--- src/rtl/hazard_control_unit.sv ---
// hazard_control_unit: load-use scoreboard, multi-cycle jump flush, multi-cycle EX freeze FSM and stall counter.
module hazard_control_unit #(
  parameter int LOAD_LATENCY = 1,
  parameter int FLUSH_DEPTH = 1,
  parameter int MC_TIMEOUT = 64,
  parameter int CNT_W = 16
) (
  input  logic             clk,
  input  logic             reset,
  input  logic             IDEX_MemRead,
  input  logic [4:0]       IDEX_RegisterRd,
  input  logic [4:0]       IFID_Register1,
  input  logic [4:0]       IFID_Register2,
  input  logic             IFID_UsesRs1,
  input  logic             IFID_UsesRs2,
  input  logic             Jump,
  input  logic             MC_Start,
  input  logic             MC_Done,
  output logic             PCWrite,
  output logic             IFIDWrite,
  output logic             IDEXWrite,
  output logic             Bolha,
  output logic             Flush,
  output logic             MC_Timeout,
  output logic [CNT_W-1:0] StallCycles
);
  typedef enum logic {RUN, MC_WAIT} state_t;
  localparam int SBN = (LOAD_LATENCY > 1) ? LOAD_LATENCY - 1 : 1;
  localparam int TW = $clog2(MC_TIMEOUT + 1);
  localparam logic [TW-1:0] TO_SAT = TW'(MC_TIMEOUT);
  localparam logic [TW-1:0] TO_M1 = TW'(MC_TIMEOUT - 1);
  state_t state, state_next;
  logic [SBN-1:0] sb_v;
  logic [4:0] sb_rd [SBN];
  logic [2:0] fcnt;
  logic [TW-1:0] tcnt;
  logic hit1, hit2, live1, live2, lu, rec;
  always_comb begin
    hit1 = IDEX_MemRead && IDEX_RegisterRd == IFID_Register1;
    hit2 = IDEX_MemRead && IDEX_RegisterRd == IFID_Register2;
    for (int i = 0; i < SBN; i++) begin
      hit1 = hit1 || (sb_v[i] && sb_rd[i] == IFID_Register1);
      hit2 = hit2 || (sb_v[i] && sb_rd[i] == IFID_Register2);
    end
  end
  assign live1 = IFID_UsesRs1 && IFID_Register1 != 5'd0;
  assign live2 = IFID_UsesRs2 && IFID_Register2 != 5'd0;
  assign lu = (live1 && hit1) || (live2 && hit2);
  always_comb begin
    PCWrite = 1'b1;
    IFIDWrite = 1'b1;
    IDEXWrite = 1'b1;
    Bolha = 1'b0;
    Flush = 1'b0;
    state_next = state;
    if (!reset && state == RUN) begin
      Flush = Jump || fcnt != 3'd0;
      Bolha = lu && !Flush && !MC_Start;
      PCWrite = !Bolha;
      IFIDWrite = !Bolha;
      state_next = (MC_Start && !Jump) ? MC_WAIT : RUN;
    end else if (!reset) begin
      PCWrite = 1'b0;
      IFIDWrite = 1'b0;
      IDEXWrite = 1'b0;
      state_next = MC_Done ? RUN : MC_WAIT;
    end
  end
  // wrong-path or bubbled loads never reach the data path, so they are not tracked
  assign rec = IDEX_MemRead && IDEX_RegisterRd != 5'd0 && !Flush && !Bolha && state == RUN;
  always_ff @(posedge clk) begin
    if (reset) begin
      state <= RUN;
      sb_v <= '0;
      fcnt <= '0;
      tcnt <= '0;
      MC_Timeout <= 1'b0;
      StallCycles <= '0;
    end else begin
      state <= state_next;
      if (state == RUN) begin
        for (int i = SBN - 1; i > 0; i--) begin
          sb_v[i] <= sb_v[i-1];
          sb_rd[i] <= sb_rd[i-1];
        end
        sb_v[0] <= rec && (LOAD_LATENCY > 1);
        sb_rd[0] <= IDEX_RegisterRd;
        fcnt <= Jump ? 3'(FLUSH_DEPTH - 1) : (fcnt != 3'd0 ? fcnt - 3'd1 : fcnt);
      end else begin
        tcnt <= MC_Done ? '0 : (tcnt == TO_SAT ? tcnt : tcnt + 1'b1);
        if (tcnt >= TO_M1) MC_Timeout <= 1'b1;
      end
      if (!PCWrite && !(&StallCycles)) StallCycles <= StallCycles + 1'b1;
    end
  end
endmodule

--- config.mk ---
export PLATFORM = sky130hd
export DESIGN_NAME = hazard_control_unit
export DESIGN_NICKNAME = d
export VERILOG_FILES = /design/src/rtl/hazard_control_unit.sv
export SDC_FILE = /design/constraint.sdc
export NUM_CORES = 1
export LEC_CHECK = 0
export BUFFER_PORTS_ARGS = -buffer_cell sky130_fd_sc_hd__buf_2
export CORE_MARGIN = 8
export CORE_UTILIZATION = 30
export CTS_BUF_LIST = sky130_fd_sc_hd__clkbuf_8
export DETAILED_ROUTE_END_ITERATION = 12
export GPL_ROUTABILITY_DRIVEN = 0
export GPL_TIMING_DRIVEN = 0
export SYNTH_ARGS = -nofsm -noshare
export SYNTH_HDL_FRONTEND = slang
export SYNTH_SLANG_ARGS = --single-unit
--- constraint.sdc ---
create_clock -name clk -period 6.92 [get_ports clk]
set_input_delay 1.384 -clock clk [delete_from_list [all_inputs] [get_ports clk]]
set_output_delay 1.384 -clock clk [all_outputs]
set_load 0.05 [all_outputs]
# Yosys cells after proc, flatten, opt, wreduce, memory -nomap -nowiden

Index checks and enable logic that the tools add are counted.
W data, S select, Z words.

Bits in registers: 28
Latch bits: 0
RAM bits: 0
Bits in read-only memories: 0
Input port bits: 23
Output and inout port bits: 22
Memories kept: 0

$add $sub $neg: 3
$mul: 0
Div/mod/pow operators: 0
Magnitude comparators: 1
Equality and inequality tests: 4
Shift operators: 0
Multiplexer cells: 12
Bitwise operators: 1
Reduce and logical (&&, ||, !) cells: 28

Operators by type and width:

| cell                    | count |
|---|---|
| $add A16 B1 Y16 const B | 1 |
| $reduce_and A16 Y1      | 1 |
| $mux W7                 | 2 |
| $logic_and A1 B1 Y1     | 11 |
| $eq A5 B5 Y1            | 2 |
| $reduce_bool A5 Y1      | 2 |
| $mux W1                 | 8 |
| $add A7 B1 Y7 const B   | 1 |
| $eq A7 B7 Y1 const B    | 1 |
| $ge A7 B6 Y1 const B    | 1 |
| $logic_not A1 Y1        | 7 |
| $mux W3                 | 2 |
| $reduce_and A2 Y1       | 3 |
| $reduce_bool A3 Y1      | 1 |
| $sub A3 B1 Y3 const B   | 1 |
| $logic_or A1 B1 Y1      | 2 |
| $ne A2 B2 Y1 const B    | 1 |
| $reduce_bool A2 Y1      | 1 |
| $not A1 Y1              | 1 |

# Depth between registers and ports, before layout

Gate-level depths: netlist (run 1).

Depth after elaboration: 10
Depth in mapped cells: 10

# Least setup slack after synthesis (run 1)

Ideal clock, no wire load.

Path kind: input-to-output
Start: input port reset
End: output port Bolha
Data arrival time: 3272 ps
Setup slack: 2264 ps
Cell stages on the path: 4
Path buffers: 0
Path through: or3b_1 nor2_1 or4b_2 a21oi_1

Longest elaborated chain between the ends: 3

Ends and longest elaborated chain:

| item                | RTL line | source |
|---|---|---|
| start, declared     | 9        | `input logic reset,` |
| $logic_not A1 Y1    | --       |  |
| $logic_and A1 B1 Y1 | 56       | `if (!reset && state == RUN) begin` |
| $mux W1             | 56       |  |
| end, declared       | 22       | `output logic Bolha,` |

No other way between the ends.

# Worst setup path in the final report (run 1)

Start: input port reset
End: output port PCWrite

Longest elaborated chain between the ends: 3

Ends and longest elaborated chain:

| item                | RTL line | source |
|---|---|---|
| $logic_not A1 Y1    | --       |  |
| $logic_and A1 B1 Y1 | 56       |  |
| $mux W1 (*)         | 56       |  |
| end, declared       | 19       | `output logic PCWrite,` |

Mark *: on every way between the ends. The rest lies on a longest branch, timed or not.

==> flow_metrics.py, run 1 <==
metrics = {
    "sta": {
        "fin_crit_ns": 4.47,
        "relSlewSlack_pct": 67.6,
        "report.final.setup_viol": 0,
        "drv_slew": 0,
        "hold_viol_final": 0,
        "layout_setup_ws_ns": 2.45,
        "fmax_mhz": 224,
        "hold_ws_ns": 0.478,
        "fin_tns_setup_ns": 0,
        "rsz0062_at_grt": "no",
        "finalCritPeriodShare_pct": 64.6,
        "worst_slew_pin_slew_ns": 0.486,
        "fin_skew_ns": 0.00231,
    },
    "pwr": {
        "power_leakage_nw": 0.735,
        "p_switching_w": 0.0000734,
        "ir_worst_vdd_v": 0.0000808,
        "p_comb_share_pct": 13.2,
        "p_per_area_nw_per_um2": 153,
        "p_int_w": 0.000216,
        "clkPwrFrac_pct": 30.1,
        "p_sw_share_pct": 25.4,
        "p_seq_share_pct": 56.7,
    },
    "logic_synthesis": {
        "async_reset_ff_share_pct": 0,
        "syn-num-nets": 215,
        "ys_seq_elements": 28,
        "synth_area_um2": 1540,
        "synth-edff-count": 0,
        "syn_inst": 187,
        "ys_seq_area_share_pct": 36.4,
        "post_synth.cell_area_avg_um2": 8.23,
        "yosysWarningCount": 0,
        "synth_flop_cell": "dfxtp_1",
        "yosysUniqueCellTypes": 36,
    },
    "worst_setup_path": {
        "regToRegSetupSlack_ns": 4.20,
        "cp-end-kind": "output pin",
        "setup.worst_path.start": "reset",
        "arrival_ns": 3.09,
        "crit_chain": "buf_2, or3b_1, or4_4, o211ai_4, inv_1, buf_4, buf_2",
        "start_kind": "input port",
        "worstReg2RegEnd": "StallCycles[12]$_SDFFE_PP0P_",
        "crit_type": "input port to output pin",
        "cp_max_fo": 6,
        "reg2regPathDepth": 9,
        "critPathSlowestCell": "or4_4",
        "cp_slowest_stage_delay_ns": 0.50,
        "cp.depth": 7,
        "worstReg2RegStart": "fcnt[0]$_SDFFE_PP0P_",
        "worst_ep_required_time_ns": 5.54,
        "critPathBufInv": 4,
        "cp_top_family": "simple AND/OR/NAND/NOR gates",
        "crit_path_end": "PCWrite",
        "critPathMostFrequentCell": "buf_2",
    },
    "floorplanning": {
        "die_h_um": 87.6,
        "core_region_area_um2": 5040,
        "fp.dieW_um": 87.6,
        "row_count": 26,
        "initial_core_util_pct": 30.5,
        "io_pins": 45,
        "die_area_um2": 7680,
    },
    "cells_and_area": {
        "final_core_util_pct": 37.4,
        "drive_above_1_share_pct": 23.5,
        "multi_input_area_um2": 918,
        "syn_to_final_growth_pct": 22.7,
        "fin_area_um2": 1890,
        "seq_area_um2": 561,
        "final_cell_mix": "buf_2 (44), dfxtp_1 (28), nor2_1 (25)",
        "antenna_cells": 0,
        "fin_nets": 264,
        "fillCellCount": 542,
        "final_common_cell": "buf_2",
    },
    "detailed_routing": {
        "route.detailed.drc": 0,
        "firstDrtPassIters": 4,
        "wirelength_mm": 3.87,
        "vias_per_cell": 4.80,
        "drt_iter0_drc": 45,
        "detail-route-antenna-nets": 0,
        "dr_total_vias": 1460,
        "wire_per_inst_um": 12.7,
    },
    "global_route": {
        "overflow": 0,
        "track_usage_pct": 10.9,
        "antenna_found_initial": 0,
        "grt_pass1_wl_mm": 6.78,
        "grt_max_degree": 15,
        "grt_pass1_vias": 1493,
    },
    "clock_network": {
        "cts_tree": "done",
        "cts-root-buf": "clkbuf_8",
        "post-cts-setup-buffers": 0,
        "cts.htree.levels": 1,
        "clkLatencyLatePin_ns": 0.27,
        "clk_pin_slew_ns": 0.09,
        "holdBufCountCts": 0,
        "postCtsResizedCells": 0,
        "clock-sinks": 28,
        "clk_path_buf_depth": 2,
        "cts_inserted_buffers": 3,
    },
    "placed_design": {
        "dp_slack_ns": 2.42,
        "placed_area_um2": 1850,
        "io_buffers": 44,
        "hpwl_mm": 3.04,
    },
    "run": {
        "maxCapViolations": 0,
    },
    "min_path": {
        "min_path_type": "register to register",
        "holdCritStartpoint": "MC_Timeout$_SDFFE_PP0P_",
    },
    "status": {
        "status": "finished clean",
    },
}
==> routing by layer <==
metal,global-route usage (%),part of all wire [%]
met1,12.6,46
met2,19.2,49
met3,1.50,2.3
met4,5.31,2.4
met5,0,0
==> cell families after synthesis <==
kind of cell | share of synthesized area (%)
mux | 4.23
xor+xnor | 8.54
compound gates | 11.2
flops | 36.4
buf+inv | 3.90
fa+ha+maj | 4.07
simple gates | 31.6
==> through the flow <==
| step | total power [W] | cells |
|---|---|---|
| floorplan | 0.000191 | 187 |
| global placement | 0.000205 | 301 |
| detailed placement | 0.000206 | 301 |
| CTS | 0.000294 | 304 |
| global route | 0.000303 | 304 |
| finish | 0.000289 | 304 |
==> state kept, by name, indices dropped and copies added (netlist names) <==
register / count
MC_Timeout: 1
StallCycles: 16
fcnt: 3
state: 1
tcnt: 7
==> how the worst min path moves through the flow <==
stage	to	slack, ns	depth (start not counted)
detailed placement	MC_Timeout$_SDFFE_PP0P_	0.47	2
floorplan	fcnt[1]$_SDFFE_PP0P_	0.46	2
finish	MC_Timeout$_SDFFE_PP0P_	0.48	2
global route	fcnt[1]$_SDFFE_PP0P_	0.52	2
CTS	MC_Timeout$_SDFFE_PP0P_	0.49	2
global placement	MC_Timeout$_SDFFE_PP0P_	0.45	2
==> cell usage after synthesis (2+ instances only) <==
library cell / number / area share [%]
or3_1: 7 / 2.8
nand4_1: 7 / 2.8
nand2b_1: 6 / 2.4
nand3_1: 10 / 3.3
dfxtp_1: 28 / 36
o21ai_0: 6 / 2.0
nand2_1: 9 / 2.2
clkbuf_1: 3 / 0.73
nor2_1: 25 / 6.1
mux2i_1: 2 / 1.3
inv_1: 10 / 2.4
xnor2_1: 6 / 3.4
nor2b_1: 4 / 1.6
nor4_1: 6 / 2.4
a21oi_1: 15 / 4.9
ha_1: 5 / 4.1
or4_1: 3 / 1.5
mux2_2: 3 / 2.2
nor3_1: 5 / 1.6
xor2_1: 9 / 5.1
o31ai_1: 2 / 0.98
o21bai_1: 2 / 0.98
==> final cells by class <==
cell class                 instances  share of cell area [%]
multi-input combinational        144                    48.6
sequential                        28                    29.7
timing repair buffer              44                    11.7
tap                               70                    4.64
clock buffer                       3                    2.19
inverter                          10                    1.99
buffer                             5                    1.19
==> power groups by stage <==
stage | clock network (W) | registers (W) | logic, W
4_1_cts | 0.0000916 | 0.000164 | 0.0000387
5_1_grt | 0.0000971 | 0.000164 | 0.0000421
2_1_floorplan | 0 | 0.000169 | 0.0000219
3_5_place_dp | 0 | 0.000168 | 0.0000385
3_3_place_gp | 0 | 0.000168 | 0.0000378
6_report | 0.0000871 | 0.000164 | 0.0000381
==> worst min-delay path: cells and delay by family, from the launching register on <==
family          cells  cell delay [ns]
compound gates      1             0.04
simple gates        1             0.07
flops               1             0.34
Note: power is estimated with default switching activity, not from simulation.
==> run 2, diff against run 1 <==
ABC_AREA = 1   (was not set)
clock period = 3.6 ns   (was 6.92 ns; I/O delays follow)
==> run 2 against run 1 <==
Against the previous run: sequential share of layout area fell by 3.9 points; total power rose by 120%; non-clock buffer count rose by 2; first-iteration DRC count rose to 3.0 times the previous value; count of clock-buffer cells in the layout rose by 1; largest cell class unchanged.
==> flow_metrics.py, run 2 <==
metrics = {
    "min_path": {
        "min_path_cells": 2,
        "min_path_type": "register to register",
    },
    "cells_and_area": {
        "drive_above_1_share_pct": 20.5,
        "reg_top3": "StallCycles: 16 flops, tcnt: 7 flops, fcnt: 3 flops",
        "fin_cells": 397,
        "syn_to_final_growth_pct": 20.2,
        "multi_input_area_um2": 1040,
        "final_cell_mix": "nand2_1 (76), buf_2 (45), inv_1 (41)",
        "antenna_cells": 0,
        "seq_area_um2": 561,
        "fin_nets": 351,
        "fillCellCount": 658,
        "largest_reg_flops": 16,
        "final_common_cell": "nand2_1",
        "largest_register": "StallCycles",
    },
    "clock_network": {
        "clock-sinks": 28,
        "clk_path_buf_depth": 2,
        "post-cts-setup-buffers": 0,
        "holdBufCountCts": 0,
        "cts-root-buf": "clkbuf_8",
        "cts.htree.levels": 1,
        "clk_pin_slew_ns": 0.09,
        "postCtsResizedCells": 0,
        "cts_tree": "done",
        "cts_inserted_buffers": 3,
        "clkLatencyLatePin_ns": 0.28,
    },
    "detailed_routing": {
        "met3WireLength_um": 171,
        "dr_total_vias": 1787,
        "top_layer": "met4",
        "wirelength_mm": 4.46,
        "dr_wl_met2_mm": 2.13,
        "vias_per_cell": 4.50,
        "drt_iter0_drc": 135,
        "wl_met1_mm": 2.07,
        "wire_per_inst_um": 11.2,
        "firstDrtPassIters": 4,
        "route.detailed.drc": 0,
        "detail-route-antenna-nets": 0,
    },
    "logic_synthesis": {
        "ys_seq_elements": 28,
        "synth_most_common_cell": "nand2_1",
        "netlist_top_cells_area": "dfxtp_1 (31%), nand2_1 (16%), inv_1 (8.5%)",
        "synth_flop_cell": "dfxtp_1",
        "synth-edff-count": 0,
        "post-synth-top-area-fraction_pct": 31.0,
        "synth_area_um2": 1810,
        "yosysWarningCount": 0,
        "yosys-top-cells-count": "nand2_1 (76), inv_1 (41), dfxtp_1 (28)",
        "async_reset_ff_share_pct": 0,
        "yosysUniqueCellTypes": 28,
        "post_synth.cell_area_avg_um2": 6.57,
        "syn-num-nets": 303,
        "ys_seq_area_share_pct": 31.0,
        "yosysTopAreaCell": "dfxtp_1",
        "syn_inst": 275,
    },
    "sta": {
        "fin_skew_ns": 0.00427,
        "fin_tns_setup_ns": 0,
        "drv_slew": 0,
        "fmax_mhz": 344,
        "relSlewSlack_pct": 54.9,
        "hold_viol_final": 0,
        "fin_crit_ns": 2.91,
        "worst_slew_pin_slew_ns": 0.677,
        "rsz0062_at_grt": "no",
        "report.final.setup_viol": 0,
        "finalCritPeriodShare_pct": 80.8,
    },
    "pwr": {
        "ir_worst_vdd_v": 0.000149,
        "clkPwrFrac_pct": 31.6,
        "p_switching_w": 0.000177,
        "power_leakage_nw": 1.00,
        "p_comb_share_pct": 17.2,
        "p_per_area_nw_per_um2": 290,
        "p_int_w": 0.000453,
        "p_sw_share_pct": 28.1,
        "p_seq_share_pct": 51.2,
    },
    "worst_setup_path": {
        "reg2regPathDepth": 10,
        "cp-end-kind": "output pin",
        "start_kind": "input port",
        "cp_max_fo": 10,
        "worst_ep_required_time_ns": 2.88,
        "arrival_ns": 2.19,
        "crit_type": "input port to output pin",
    },
    "floorplanning": {
        "io_pins": 45,
        "die_h_um": 93.6,
        "die_area_um2": 8760,
        "core_region_area_um2": 5890,
        "row_count": 28,
        "fp.dieW_um": 93.6,
        "initial_core_util_pct": 30.7,
    },
    "global_route": {
        "overflow": 0,
        "antenna_found_initial": 0,
        "track_usage_pct": 10.2,
        "grt_pass1_wl_mm": 7.41,
        "grt_pass1_vias": 1634,
        "grt_max_degree": 16,
    },
    "placed_design": {
        "io_buffers": 43,
        "hpwl_mm": 3.57,
        "dp_cells": 393,
    },
    "run": {
        "maxCapViolations": 0,
    },
    "status": {
        "status": "finished clean",
    },
}
run 2: changes by cell type in the layout (fill, tap and decap cells not counted), sizes merged, moves of 4 or more:
cell    previous run  this run
nand4              7        17
a21oi             15        25
nor3               5        11
nor4               6         0
nand2b             6         0
xnor2              6         1
mux2               4         0
inv               10        42
nand2             10        79
nor2b              4         0
or4                4         0
or3                7         0
run 2: per-stage QoR:
step | worst slack [ns] | hold WS (ns) | cell area, um^2 | util [%] | total power (W)
2_1_floorplan | 0.692 | 0.436 | 1810 | - | 0.000404
3_3_place_gp | 0.688 | 0.439 | 2110 | 35.9 | 0.000437
3_5_place_dp | 0.675 | 0.453 | 2110 | 35.9 | 0.000439
4_1_cts | 0.665 | 0.470 | 2170 | 36.9 | 0.000640
5_1_grt | 0.493 | 0.508 | 2170 | 36.9 | 0.000668
6_report | 0.692 | 0.462 | 2170 | 36.9 | 0.000630
run 2: area by class of cell:
| class | count | area share, % |
|---|---|---|
| Buffer | 8 | 2.02 |
| Clock buffer | 4 | 2.54 |
| Inverter | 42 | 7.27 |
| Multi-Input combinational cell | 197 | 48.1 |
| Sequential cell | 28 | 25.8 |
| Tap cell | 75 | 4.33 |
| Timing Repair Buffer | 43 | 9.92 |
run 2: power by group through the flow:
stage | combinational [W] | clock [W] | sequential, W
CTS | 0.000110 | 0.000208 | 0.000323
global placement | 0.000108 | 0 | 0.000329
finish | 0.000108 | 0.000199 | 0.000322
floorplan | 0.0000733 | 0 | 0.000331
detailed placement | 0.000109 | 0 | 0.000330
global route | 0.000127 | 0.000217 | 0.000324
run 2: logic make-up after synthesis:
kind of cell | after synthesis | synth area share (%)
xor+xnor | 13 | 6.31
buf+inv | 50 | 11.2
fa+ha+maj | 5 | 3.47
simple gates | 143 | 36.0
flops | 28 | 31.0
compound gates | 36 | 12.1
run 2: final timing paths:
path                                                   from                      endpoint  slack, ns
worst min register to register         fcnt[2]$_SDFFE_PP0P_          fcnt[2]$_SDFFE_PP0P_       0.46
worst max register to register  StallCycles[0]$_SDFFE_PP0P_  StallCycles[11]$_SDFFE_PP0P_       1.71
worst min-delay path                   fcnt[2]$_SDFFE_PP0P_          fcnt[2]$_SDFFE_PP0P_       0.46
worst max-delay path                     IDEX_RegisterRd[3]                       PCWrite       0.69
run 2: metal layers:
layer,global-route usage [%],vias to the layer above
li1,-,977
met1,12.5,780
met2,17.4,23
met3,1.76,7
met4,4.10,0
met5,0,-
run 2: critical path: stages:
cell	delay (ns)
buf_2	0.10
inv_1	0.05
nand2_1	0.05
nand2_1	0.05
nor2_1	0.12
nand4_1	0.11
nand2_1	0.08
nand2_1	0.07
nand2_2	0.16
buf_2	0.25
nand2_1	0.09
buf_4	0.15
buf_2	0.20
==> run 3, diff against run 2 <==
ABC_AREA = 0   (was 1)
clock period = 2.6 ns   (was 3.6 ns; I/O delays follow)
==> run 3 against run 2 <==
Against the previous run: die area fell by 12%; hold slack better by 0.025 ns; register-to-register slack lost 1.7 ns; largest cell class unchanged; first-iteration DRC count fell by 59%; cell count shrank 21%; critical path depth decreased by 4; clock skew increased by 0.0030 ns; core utilization increased by 4.8 points.
==> flow_metrics.py, run 3 (synthesis results as in run 1) <==
metrics = {
    "sta": {
        "fin_skew_ns": 0.00731,
        "rsz0062_at_grt": "yes",
        "layout_setup_ws_ns": 0.0275,
        "hold_viol_final": 0,
        "fin_crit_ns": 2.57,
        "drv_slew": 0,
        "relSlewSlack_pct": 68.8,
        "report.final.setup_viol": 0,
        "worst_slew_pin_slew_ns": 0.468,
        "finalCritPeriodShare_pct": 98.9,
        "fmax_mhz": 389,
    },
    "run": {
        "maxCapViolations": 0,
    },
    "cells_and_area": {
        "final_cell_mix": "buf_2 (40), nor2_1 (24), dfxtp_1 (22)",
        "antenna_cells": 0,
        "drive_above_1_share_pct": 35.5,
        "reg_top3": "StallCycles: 16 flops, tcnt: 7 flops, fcnt: 3 flops",
        "final_common_cell": "buf_2",
        "fin_nets": 271,
        "syn_to_final_growth_pct": 36.5,
        "largest_reg_flops": 16,
        "largest_register": "StallCycles",
    },
    "placed_design": {
        "hpwl_mm": 2.96,
        "io_buffers": 44,
        "dp_slack_ns": -0.333,
    },
    "detailed_routing": {
        "route.detailed.drc": 0,
        "wire_per_inst_um": 12.6,
        "firstDrtPassIters": 4,
        "detail-route-antenna-nets": 0,
        "vias_per_cell": 4.76,
        "dr_total_vias": 1484,
        "wirelength_mm": 3.93,
        "drt_iter0_drc": 55,
    },
    "pwr": {
        "p_sw_share_pct": 23.7,
        "clkPwrFrac_pct": 38.7,
        "p_int_w": 0.000689,
        "power_leakage_nw": 0.827,
        "p_comb_share_pct": 12.9,
        "ir_worst_vdd_v": 0.000297,
        "design_power_total_w": 0.000903,
        "p_seq_share_pct": 48.3,
        "p_per_area_nw_per_um2": 430,
        "p_switching_w": 0.000214,
    },
    "worst_setup_path": {
        "cp-end-kind": "output pin",
        "critPathSlowestCell": "or4_4",
        "critPathBufInv": 4,
        "start_kind": "register",
        "crit_chain": "inv_2, ha_4, ha_4, nand2b_4, or4_4, o211ai_4, inv_2, buf_6, buf_8",
        "cp_max_fo": 3,
        "arrival_ns": 2.05,
        "cp_top_family": "simple AND/OR/NAND/NOR gates",
        "crit_type": "register to output pin",
        "worst_ep_required_time_ns": 2.08,
        "cp_slowest_stage_delay_ns": 0.52,
    },
    "global_route": {
        "track_usage_pct": 10.5,
        "grt_max_degree": 17,
        "grt_pass1_wl_mm": 6.53,
        "antenna_found_initial": 0,
        "grt_pass1_vias": 1461,
        "overflow": 0,
    },
    "clock_network": {
        "clkLatencyLatePin_ns": 0.28,
        "cts.htree.levels": 1,
        "holdBufCountCts": 0,
        "cts_tree": "done",
        "cts_inserted_buffers": 3,
        "clock-sinks": 28,
        "clk_path_buf_depth": 2,
        "cts-root-buf": "clkbuf_8",
        "clk_pin_slew_ns": 0.10,
    },
    "floorplanning": {
        "die_area_um2": 7680,
        "die_h_um": 87.6,
        "io_pins": 45,
        "fp.dieW_um": 87.6,
        "row_count": 26,
        "core_region_area_um2": 5040,
        "initial_core_util_pct": 30.5,
    },
    "status": {
        "status": "finished clean",
    },
    "min_path": {
        "min_path_type": "register to register",
    },
}
==> run 3: cell types whose count changed in the layout (fill, tap and decap cells not counted), sizes merged, moves of 3 or more <==
| cell | before | now |
|---|---|---|
| buf | 49 | 53 |
| mux2 | 0 | 4 |
| nor3 | 11 | 5 |
| nor2b | 0 | 4 |
| xor2 | 12 | 9 |
| nor4 | 0 | 6 |
| or3 | 0 | 7 |
| inv | 42 | 10 |
| or4 | 0 | 4 |
| nand2b | 0 | 6 |
| a21oi | 25 | 15 |
| nand2 | 79 | 10 |
| xnor2 | 1 | 6 |
| nand4 | 17 | 7 |
==> run 3: path summary, 6_finish.rpt <==
| path | startpoint | endpoint | slack, ns | cells after the start |
|---|---|---|---|---|
| worst max-delay path | fcnt[0]$_SDFFE_PP0P_ | PCWrite | 0.03 | 9 |
| worst min-delay path | StallCycles[6]$_SDFFE_PP0P_ | StallCycles[6]$_SDFFE_PP0P_ | 0.49 | 1 |
| worst min register to register | StallCycles[6]$_SDFFE_PP0P_ | StallCycles[6]$_SDFFE_PP0P_ | 0.49 | 1 |
| worst max register to register | fcnt[0]$_SDFFE_PP0P_ | StallCycles[12]$_SDFFE_PP0P_ | 0.05 | 10 |
==> run 3: layout make-up <==
| cell class | instances | area, um^2 |
|---|---|---|
| Buffer | 5 | 28.8 |
| Clock buffer | 3 | 41.3 |
| Clock inverter | 1 | 30.0 |
| Fill cell | 527 | 2940 |
| Inverter | 10 | 37.5 |
| Multi-Input combinational cell | 144 | 1000 |
| Sequential cell | 28 | 568 |
| Tap cell | 70 | 87.6 |
| Timing Repair Buffer | 51 | 308 |
==> run 3: worst reg2reg max path, stage by stage (launching register included) <==
cell and delay (ns):
dfxtp_2 0.34, inv_2 0.07, ha_4 0.14, ha_4 0.14
nand2b_4 0.06, or4_4 0.52, o211ai_4 0.20, buf_6 0.16
nand2_8 0.05, or4_4 0.48, mux2_4 0.30
==> run 3: repair_timing <==
item                                    4_1_cts  5_1_grt
resized for setup                            22       11
endpoints found under the setup margin        7       15
pin swaps                                     7        5
setup buffers                                 6        1
==> run 3: routing by layer <==
layer	GRT usage (%)	vias to the layer above	wire length, um
met5	0	-	0
met4	4.22	0	74
met3	1.78	6	81
met2	19.2	19	2000
met1	11.8	685	1770
li1	-	774	-
==> run 3: power by group through the flow <==
stage | Combinational (W) | Clock (W) | Sequential, W
6_report | 0.000117 | 0.000350 | 0.000436
2_1_floorplan | 0.0000586 | 0 | 0.000449
4_1_cts | 0.000115 | 0.000360 | 0.000436
5_1_grt | 0.000129 | 0.000381 | 0.000437
3_5_place_dp | 0.000101 | 0 | 0.000446
3_3_place_gp | 0.000101 | 0 | 0.000446
==> run 3: through the flow <==
stage	utilization [%]	setup TNS, ns	std cells	hold slack (ns)	cell area [um^2]
floorplan	-	-0.236	187	0.457	1550
global placement	36.8	-1.64	301	0.457	1860
detailed placement	36.8	-1.90	301	0.476	1860
CTS	40.7	-0.0116	311	0.479	2050
global route	41.7	-0.0641	312	0.509	2100
finish	41.7	0	312	0.487	2100
